===== src/rtl/jzjcoref_mmio_pkg.sv =====
// Shared definitions for the memory-mapped GPIO bank: register offsets inside a
// port block, block size and the byte-lane mask helper.
package jzjcoref_mmio_pkg;

    typedef enum logic [1:0] {
        IN  = 2'd0,
        OUT = 2'd1,
        DIR = 2'd2,
        EVT = 2'd3
    } MMIO_OFFSET;

    localparam int MMIO_BLOCK_BYTES = 16;

    function automatic logic [31:0] byteMask(input logic [3:0] byteEnable);
        logic [31:0] mask;
        mask = '0;
        for (int k = 0; k < 4; k++) begin
            mask[8*k +: 8] = {8{byteEnable[k]}};
        end
        return mask;
    endfunction

endpackage


===== src/rtl/mmio_input_sync.sv =====
// One port's input path: synchroniser chain, previous-sample register and the
// sticky change-event register with write-one-to-clear.
module mmio_input_sync
    import jzjcoref_mmio_pkg::*;
#(
    parameter int SYNC_STAGES = 2
) (
    input  logic        clock,
    input  logic        reset,
    input  logic [31:0] rawIn,
    input  logic [31:0] dir,
    input  logic [31:0] w1cMask,
    input  logic        w1cValid,
    output logic [31:0] syncIn,
    output logic [31:0] evt
);

    logic [31:0] syncChain [SYNC_STAGES];
    logic [31:0] prevIn;
    logic [31:0] clearMask;

    assign clearMask = w1cValid ? w1cMask : 32'h0;
    assign syncIn    = syncChain[SYNC_STAGES-1];

    // A change detected in the same cycle as a clear of that bit keeps the bit set.
    always_ff @(posedge clock or negedge reset) begin
        if (!reset) begin
            for (int i = 0; i < SYNC_STAGES; i++) begin
                syncChain[i] <= '0;
            end
            prevIn <= '0;
            evt    <= '0;
        end else begin
            syncChain[0] <= rawIn;
            for (int i = 1; i < SYNC_STAGES; i++) begin
                syncChain[i] <= syncChain[i-1];
            end
            prevIn <= syncIn;
            evt    <= (evt & ~clearMask) | ((syncIn ^ prevIn) & ~dir);
        end
    end

endmodule


===== src/rtl/mmio_port_bank.sv =====
// Parametrised memory-mapped GPIO bank: address decode, OUT/DIR registers,
// per-port input synchronisers with sticky events, registered read port and irq.
module mmio_port_bank
    import jzjcoref_mmio_pkg::*;
#(
    parameter int          NUM_PORTS   = 8,
    parameter logic [31:0] BASE_ADDR   = 32'hFFFFFF00,
    parameter int          SYNC_STAGES = 2,
    parameter logic [31:0] OUT_RESET   = 32'h0
) (
    input  logic                   clock,
    input  logic                   reset,
    input  logic [31:0]            address,
    input  logic [31:0]            writeData,
    input  logic [3:0]             byteEnable,
    input  logic                   writeEnable,
    input  logic                   readEnable,
    output logic                   hit,
    output logic [31:0]            readData,
    output logic                   readValid,
    input  logic [NUM_PORTS*32-1:0] portInput,
    output logic [NUM_PORTS*32-1:0] portOutput,
    output logic [NUM_PORTS*32-1:0] portDirection,
    output logic                   irq
);

    localparam logic [32:0] REGION_START = {1'b0, BASE_ADDR};
    localparam logic [32:0] REGION_END   = REGION_START + 33'(NUM_PORTS * MMIO_BLOCK_BYTES);

    if (NUM_PORTS < 1 || NUM_PORTS > 16 || BASE_ADDR[3:0] != 4'h0 ||
        REGION_END > 33'h1_0000_0000 || SYNC_STAGES < 2 || SYNC_STAGES > 3) begin : gBadConfig
        $error("mmio_port_bank: illegal parameter combination");
    end

    // Access protocol: writeEnable/readEnable are single-cycle strobes with no
    // backpressure; a hitting read returns readData with readValid one cycle later.
    logic [31:0]          portOffset;
    MMIO_OFFSET           regSel;
    logic [31:0]          laneMask;
    logic [NUM_PORTS-1:0] portSel;
    logic [31:0]          outReg  [NUM_PORTS];
    logic [31:0]          dirReg  [NUM_PORTS];
    logic [31:0]          syncIn  [NUM_PORTS];
    logic [31:0]          evt     [NUM_PORTS];
    logic [31:0]          readMux;
    logic                 evtAny;

    assign hit        = ({1'b0, address} >= REGION_START) && ({1'b0, address} < REGION_END);
    assign portOffset = (address - BASE_ADDR) >> 4;
    assign regSel     = MMIO_OFFSET'(address[3:2]);
    assign laneMask   = byteMask(byteEnable);

    always_comb begin
        portSel = '0;
        for (int p = 0; p < NUM_PORTS; p++) begin
            portSel[p] = hit && (portOffset == 32'(p));
        end
    end

    always_ff @(posedge clock or negedge reset) begin
        if (!reset) begin
            for (int p = 0; p < NUM_PORTS; p++) begin
                outReg[p] <= OUT_RESET;
                dirReg[p] <= '0;
            end
        end else if (writeEnable) begin
            for (int p = 0; p < NUM_PORTS; p++) begin
                if (portSel[p] && regSel == OUT) begin
                    outReg[p] <= (outReg[p] & ~laneMask) | (writeData & laneMask);
                end
                if (portSel[p] && regSel == DIR) begin
                    dirReg[p] <= (dirReg[p] & ~laneMask) | (writeData & laneMask);
                end
            end
        end
    end

    for (genvar p = 0; p < NUM_PORTS; p++) begin : gPort
        mmio_input_sync #(
            .SYNC_STAGES(SYNC_STAGES)
        ) inputSync (
            .clock    (clock),
            .reset    (reset),
            .rawIn    (portInput[32*p +: 32]),
            .dir      (dirReg[p]),
            .w1cMask  (writeData & laneMask),
            .w1cValid (writeEnable && portSel[p] && regSel == EVT),
            .syncIn   (syncIn[p]),
            .evt      (evt[p])
        );

        assign portOutput[32*p +: 32]    = outReg[p];
        assign portDirection[32*p +: 32] = dirReg[p];
    end

    always_comb begin
        readMux = '0;
        evtAny  = 1'b0;
        for (int p = 0; p < NUM_PORTS; p++) begin
            evtAny = evtAny | (|evt[p]);
            if (portSel[p]) begin
                case (regSel)
                    IN:  readMux = syncIn[p];
                    OUT: readMux = outReg[p];
                    DIR: readMux = dirReg[p];
                    EVT: readMux = evt[p];
                endcase
            end
        end
    end

    always_ff @(posedge clock or negedge reset) begin
        if (!reset) begin
            readData  <= '0;
            readValid <= 1'b0;
            irq       <= 1'b0;
        end else begin
            readValid <= readEnable && hit;
            if (readEnable && hit) begin
                readData <= readMux;
            end
            irq <= evtAny;
        end
    end

endmodule


===== config.mk =====
export PLATFORM = sky130hd
export DESIGN_NAME = mmio_port_bank
export DESIGN_NICKNAME = d
export VERILOG_FILES = /design/src/rtl/jzjcoref_mmio_pkg.sv /design/src/rtl/mmio_input_sync.sv /design/src/rtl/mmio_port_bank.sv
export SDC_FILE = /design/constraint.sdc
export NUM_CORES = 2
export LEC_CHECK = 0
export ABC_AREA = 1
export BUFFER_PORTS_ARGS = -buffer_cell sky130_fd_sc_hd__buf_2
export CORE_MARGIN = 3
export CORE_UTILIZATION = 30
export CTS_BUF_LIST = sky130_fd_sc_hd__clkbuf_2 sky130_fd_sc_hd__clkbuf_4 sky130_fd_sc_hd__clkbuf_8
export DETAILED_ROUTE_END_ITERATION = 10
export SLEW_MARGIN = 30
export SYNTH_ARGS = -nofsm -noshare
export SYNTH_HDL_FRONTEND = slang
export SYNTH_SLANG_ARGS = --single-unit

===== constraint.sdc =====
create_clock -name clock -period 1.3 [get_ports clock]
set_input_delay 0 -clock clock [delete_from_list [all_inputs] [get_ports clock]]
set_output_delay 0 -clock clock [all_outputs]
set_load 0.005 [all_outputs]

==> flow_metrics.py <==
metrics = {
    "placement": {
        "place_area_um2": 77900,
        "dp_cells": 10257,
        "finalWeightedCongestion": 0.939,
        "place.port_buffers": 872,
        "post-dp-hpwl_um": 214000,
        "dp_slack_ns": -1.25,
    },
    "yosys": {
        "avgSynthCellArea_um2": 10.4,
        "synth_seq_cells": 1570,
        "syn_area_um2": 59600,
        "ys_warn_count": 0,
        "yosys-top-cells-area": "dfrtp_1 66%, nand2_1 10%, o21ai_0 7.3%",
        "synthCells": 5716,
        "ys_seq_area_share_pct": 66.0,
        "synth_top_area_cell": "dfrtp_1",
        "syn-num-nets": 6044,
        "synth_top_area_share_pct": 66.0,
        "synth_cell_types": 34,
    },
    "setup_path": {
        "arrival_ns": 2.87,
        "crit_required_ns": 2.22,
        "rr_worst_depth": 7,
        "r2r_end": "irq",
        "r2r_setup_slack_ns": -0.64,
        "timing.rr.start": "gPort[7].inputSync.evt[15]",
        "crit_path_start_kind": "register",
        "crit_path_end_kind": "register",
        "timing_worst_setup_path_type": "register to register",
        "crit_fanout": 2,
    },
    "floorplan": {
        "dieArea_um2": 204000,
        "die_h_um": 452,
        "rows": 162,
        "start_util_pct": 30.4,
        "ios": 875,
        "die_w_um": 452,
        "core_um2": 196000,
    },
    "global_routing": {
        "grt_use_met1_pct": 31.6,
        "use_met3_pct": 5.30,
        "grt_start_max_net_pins": 96,
        "grt_pass1_wl_um": 432000,
        "use_met2_pct": 49.2,
        "antenna_found_initial": 26,
        "busiest_layer": "met2",
        "track_usage_pct": 29.0,
        "gr-total-overflow": 0,
        "grt_pass1_vias": 62695,
    },
    "power": {
        "clkPwrFrac_pct": 46.4,
        "irDropWorstVdd_mv": 1.15,
        "power-per-cell-area_nw_per_um2": 1110,
        "swShare_pct": 24.9,
        "power_switching_uw": 27900,
        "pwr-share-comb_pct": 8.1,
        "p_leak_uw": 0.0469,
        "intPower_uw": 84000,
        "pwr-share-seq_pct": 45.5,
    },
    "detailed_routing": {
        "viasPerCell": 5.07,
        "antenna_left": 0,
        "drc_errors": 0,
        "num_vias": 60903,
        "firstDrtPassIters": 6,
        "drt-total-wl_um": 312000,
        "wl_per_cell_um": 26.0,
        "first_iter_violations": 5237,
    },
    "layout": {
        "drive_above_1_share_pct": 40.3,
        "utilization_pct": 51.6,
        "stdcell_area_um2": 101000,
        "layout.cells.non_filler": 12004,
        "final_net_count": 9491,
        "area_growth_pct": 70.0,
        "n_fill_cell": 16838,
    },
    "hold_path": {
        "holdCritStartpoint": "address[7]",
        "hold_path.class": "input pin to register",
        "whs_path_depth": 9,
    },
    "sta": {
        "final.min_clock_period_ns": 1.94,
        "hold_viol_final": 14,
        "worst_slack_ns": -0.643,
        "setup_viol": 646,
        "rsz0062_at_grt": "yes",
        "post-route-period-util_pct": 149,
        "max_freq_mhz": 515,
        "tightest_slew_ns": 0.761,
        "relSlewSlack_pct": 49.3,
        "fin_hold_ws_ns": -0.0940,
        "drv_slew": 0,
        "finalClockSkew_ns": 0.0878,
    },
    "run_status": {
        "outcome": "finished with violations",
        "violations": "hold timing, setup timing",
    },
    "clock_network": {
        "clkSinkCount": 1570,
        "clockBufferDepth": 4,
        "h-tree-depth": 5,
        "hold_buffers": 618,
        "cts_tree": "built",
        "clk_pin_slew_ns": 0.06,
        "cts-root-buf": "clkbuf_8",
        "numCtsBuffers": 293,
        "clk_latency_ns": 1.09,
    },
    "job": {
        "cap_violations": 0,
    },
}
==> cell usage after synthesis <==
| cell | count |
|---|---|
| a21oi_1 | 140 |
| o2111ai_1 | 40 |
| a21boi_0 | 1 |
| or2_2 | 32 |
| nand2_4 | 1 |
| nand4_1 | 188 |
| nor4_1 | 59 |
| o21ai_1 | 175 |
| clkinv_1 | 1 |
| nor3_4 | 2 |
| buf_2 | 37 |
| mux2i_1 | 1 |
| inv_1 | 111 |
| xor2_1 | 1 |
| clkbuf_1 | 233 |
| buf_1 | 31 |
| a22o_1 | 30 |
| nand3_1 | 145 |
| nor2_2 | 4 |
| nor2_4 | 3 |
| nand3_2 | 9 |
| nor2_8 | 1 |
| o21ai_0 | 871 |
| a221oi_1 | 67 |
| nand2_1 | 1588 |
| inv_2 | 3 |
| nor2_1 | 90 |
| nor3_2 | 5 |
| nand2_2 | 2 |
| nand3_4 | 8 |
| nor3_1 | 9 |
| dfrtp_1 | 1570 |
| xnor2_1 | 257 |
| nand4_4 | 1 |
==> cells by family (layout without fill, tap and decap cells) <==
logic type,Yosys count,in the layout,share of synthesized area [%]
compound gates,1324,1324,12.0
xor+xnor,258,258,3.79
buf+inv,416,4055,2.70
flops,1570,1570,66.0
mux,1,1,0.0168
other cells,0,19,0
simple gates,2147,2153,15.5
==> layer usage <==
layer	part of all wire (%)	vias up
met5	0.070	-
met4	9.8	10
met3	6.6	1102
met2	48	3088
met1	35	30335
li1	-	26368
==> how the worst max path moves through the flow <==
stage | startpoint | end | slack (ns) | depth (start not counted)
global route | gPort[1].inputSync.syncIn[13] | readData[13] | -0.74 | 11
global placement | address[14] | readData[29] | -1.24 | 17
floorplan | address[9] | gPort[4].inputSync.evt[11] | -0.60 | 14
finish | gPort[7].inputSync.evt[15] | irq | -0.64 | 7
detailed placement | address[14] | readData[29] | -1.25 | 17
CTS | gPort[2].inputSync.evt[5] | irq | -0.64 | 6
==> power by group through the flow <==
| stage | Clock (uW) | Combinational [uW] | Sequential (uW) |
|---|---|---|---|
| global placement | 0 | 7300 | 51700 |
| detailed placement | 0 | 7350 | 51700 |
| global route | 54600 | 9650 | 51000 |
| finish | 51900 | 9110 | 50900 |
| CTS | 52100 | 8860 | 50900 |
| floorplan | 0 | 2090 | 51500 |
==> critical path: stages (launching register included) <==
cell and delay [ns]:
dfrtp_1 0.39, nor4_2 0.31, buf_4 0.16, nand4_1 0.16, buf_6 0.19, nor4_2 0.27, buf_4 0.16, nand4_1 0.12
==> timing repair <==
| action | in CTS | in global routing |
|---|---|---|
| endpoints found under the hold margin | 2627 | 5 |
| setup buffers | 509 | 180 |
| gates resized for setup | 1150 | 414 |
| endpoints found under the setup margin | 583 | 1229 |
| pin swaps | 124 | 143 |
| cloned | 0 | 22 |
==> stage by stage <==
step / power [uW] / TNS (ns)
final: 112000 / -209.98
after detailed placement: 59100 / -685.69
after floorplan: 53600 / -344.89
after global routing: 115000 / -235.89
after CTS: 112000 / -254.55
after global placement: 59000 / -676.60
==> layout by cell type (no fill, tap or decap), drive strengths merged <==
| master | synthesis | final |
|---|---|---|
| diode | 0 | 19 |
| nor2 | 98 | 98 |
| nand3 | 162 | 168 |
| nor3 | 16 | 16 |
| mux2i | 1 | 1 |
| inv | 114 | 116 |
| nor4 | 59 | 59 |
| a21boi | 1 | 1 |
| bufinv | 0 | 11 |
| or2 | 32 | 32 |
| dlymetal6s4s | 0 | 5 |
| o21ai | 1046 | 1046 |
| nand2 | 1591 | 1591 |
| xor2 | 1 | 1 |
| clkinv | 1 | 24 |
| xnor2 | 257 | 257 |
| a21oi | 140 | 140 |
| dfrtp | 1570 | 1570 |
| clkinvlp | 0 | 9 |
| a22o | 30 | 30 |
| dlygate4sd3 | 0 | 610 |
| nand4 | 189 | 189 |
| o2111ai | 40 | 40 |
| clkbuf | 233 | 453 |
| buf | 68 | 2827 |
| a221oi | 67 | 67 |
==> layout make-up <==
class,count,area (um^2),share of cell area (%)
clock buffer,448,5650,5.58
timing repair buffer,3447,31300,30.9
clock inverter,45,536,0.529
antenna,19,47.5,0.0470
tap,2624,3280,3.24
inverter,115,450,0.445
sequential,1570,39300,38.9
multi-input combinational,3736,20600,20.4
Note: power is estimated with default switching activity, not from simulation.
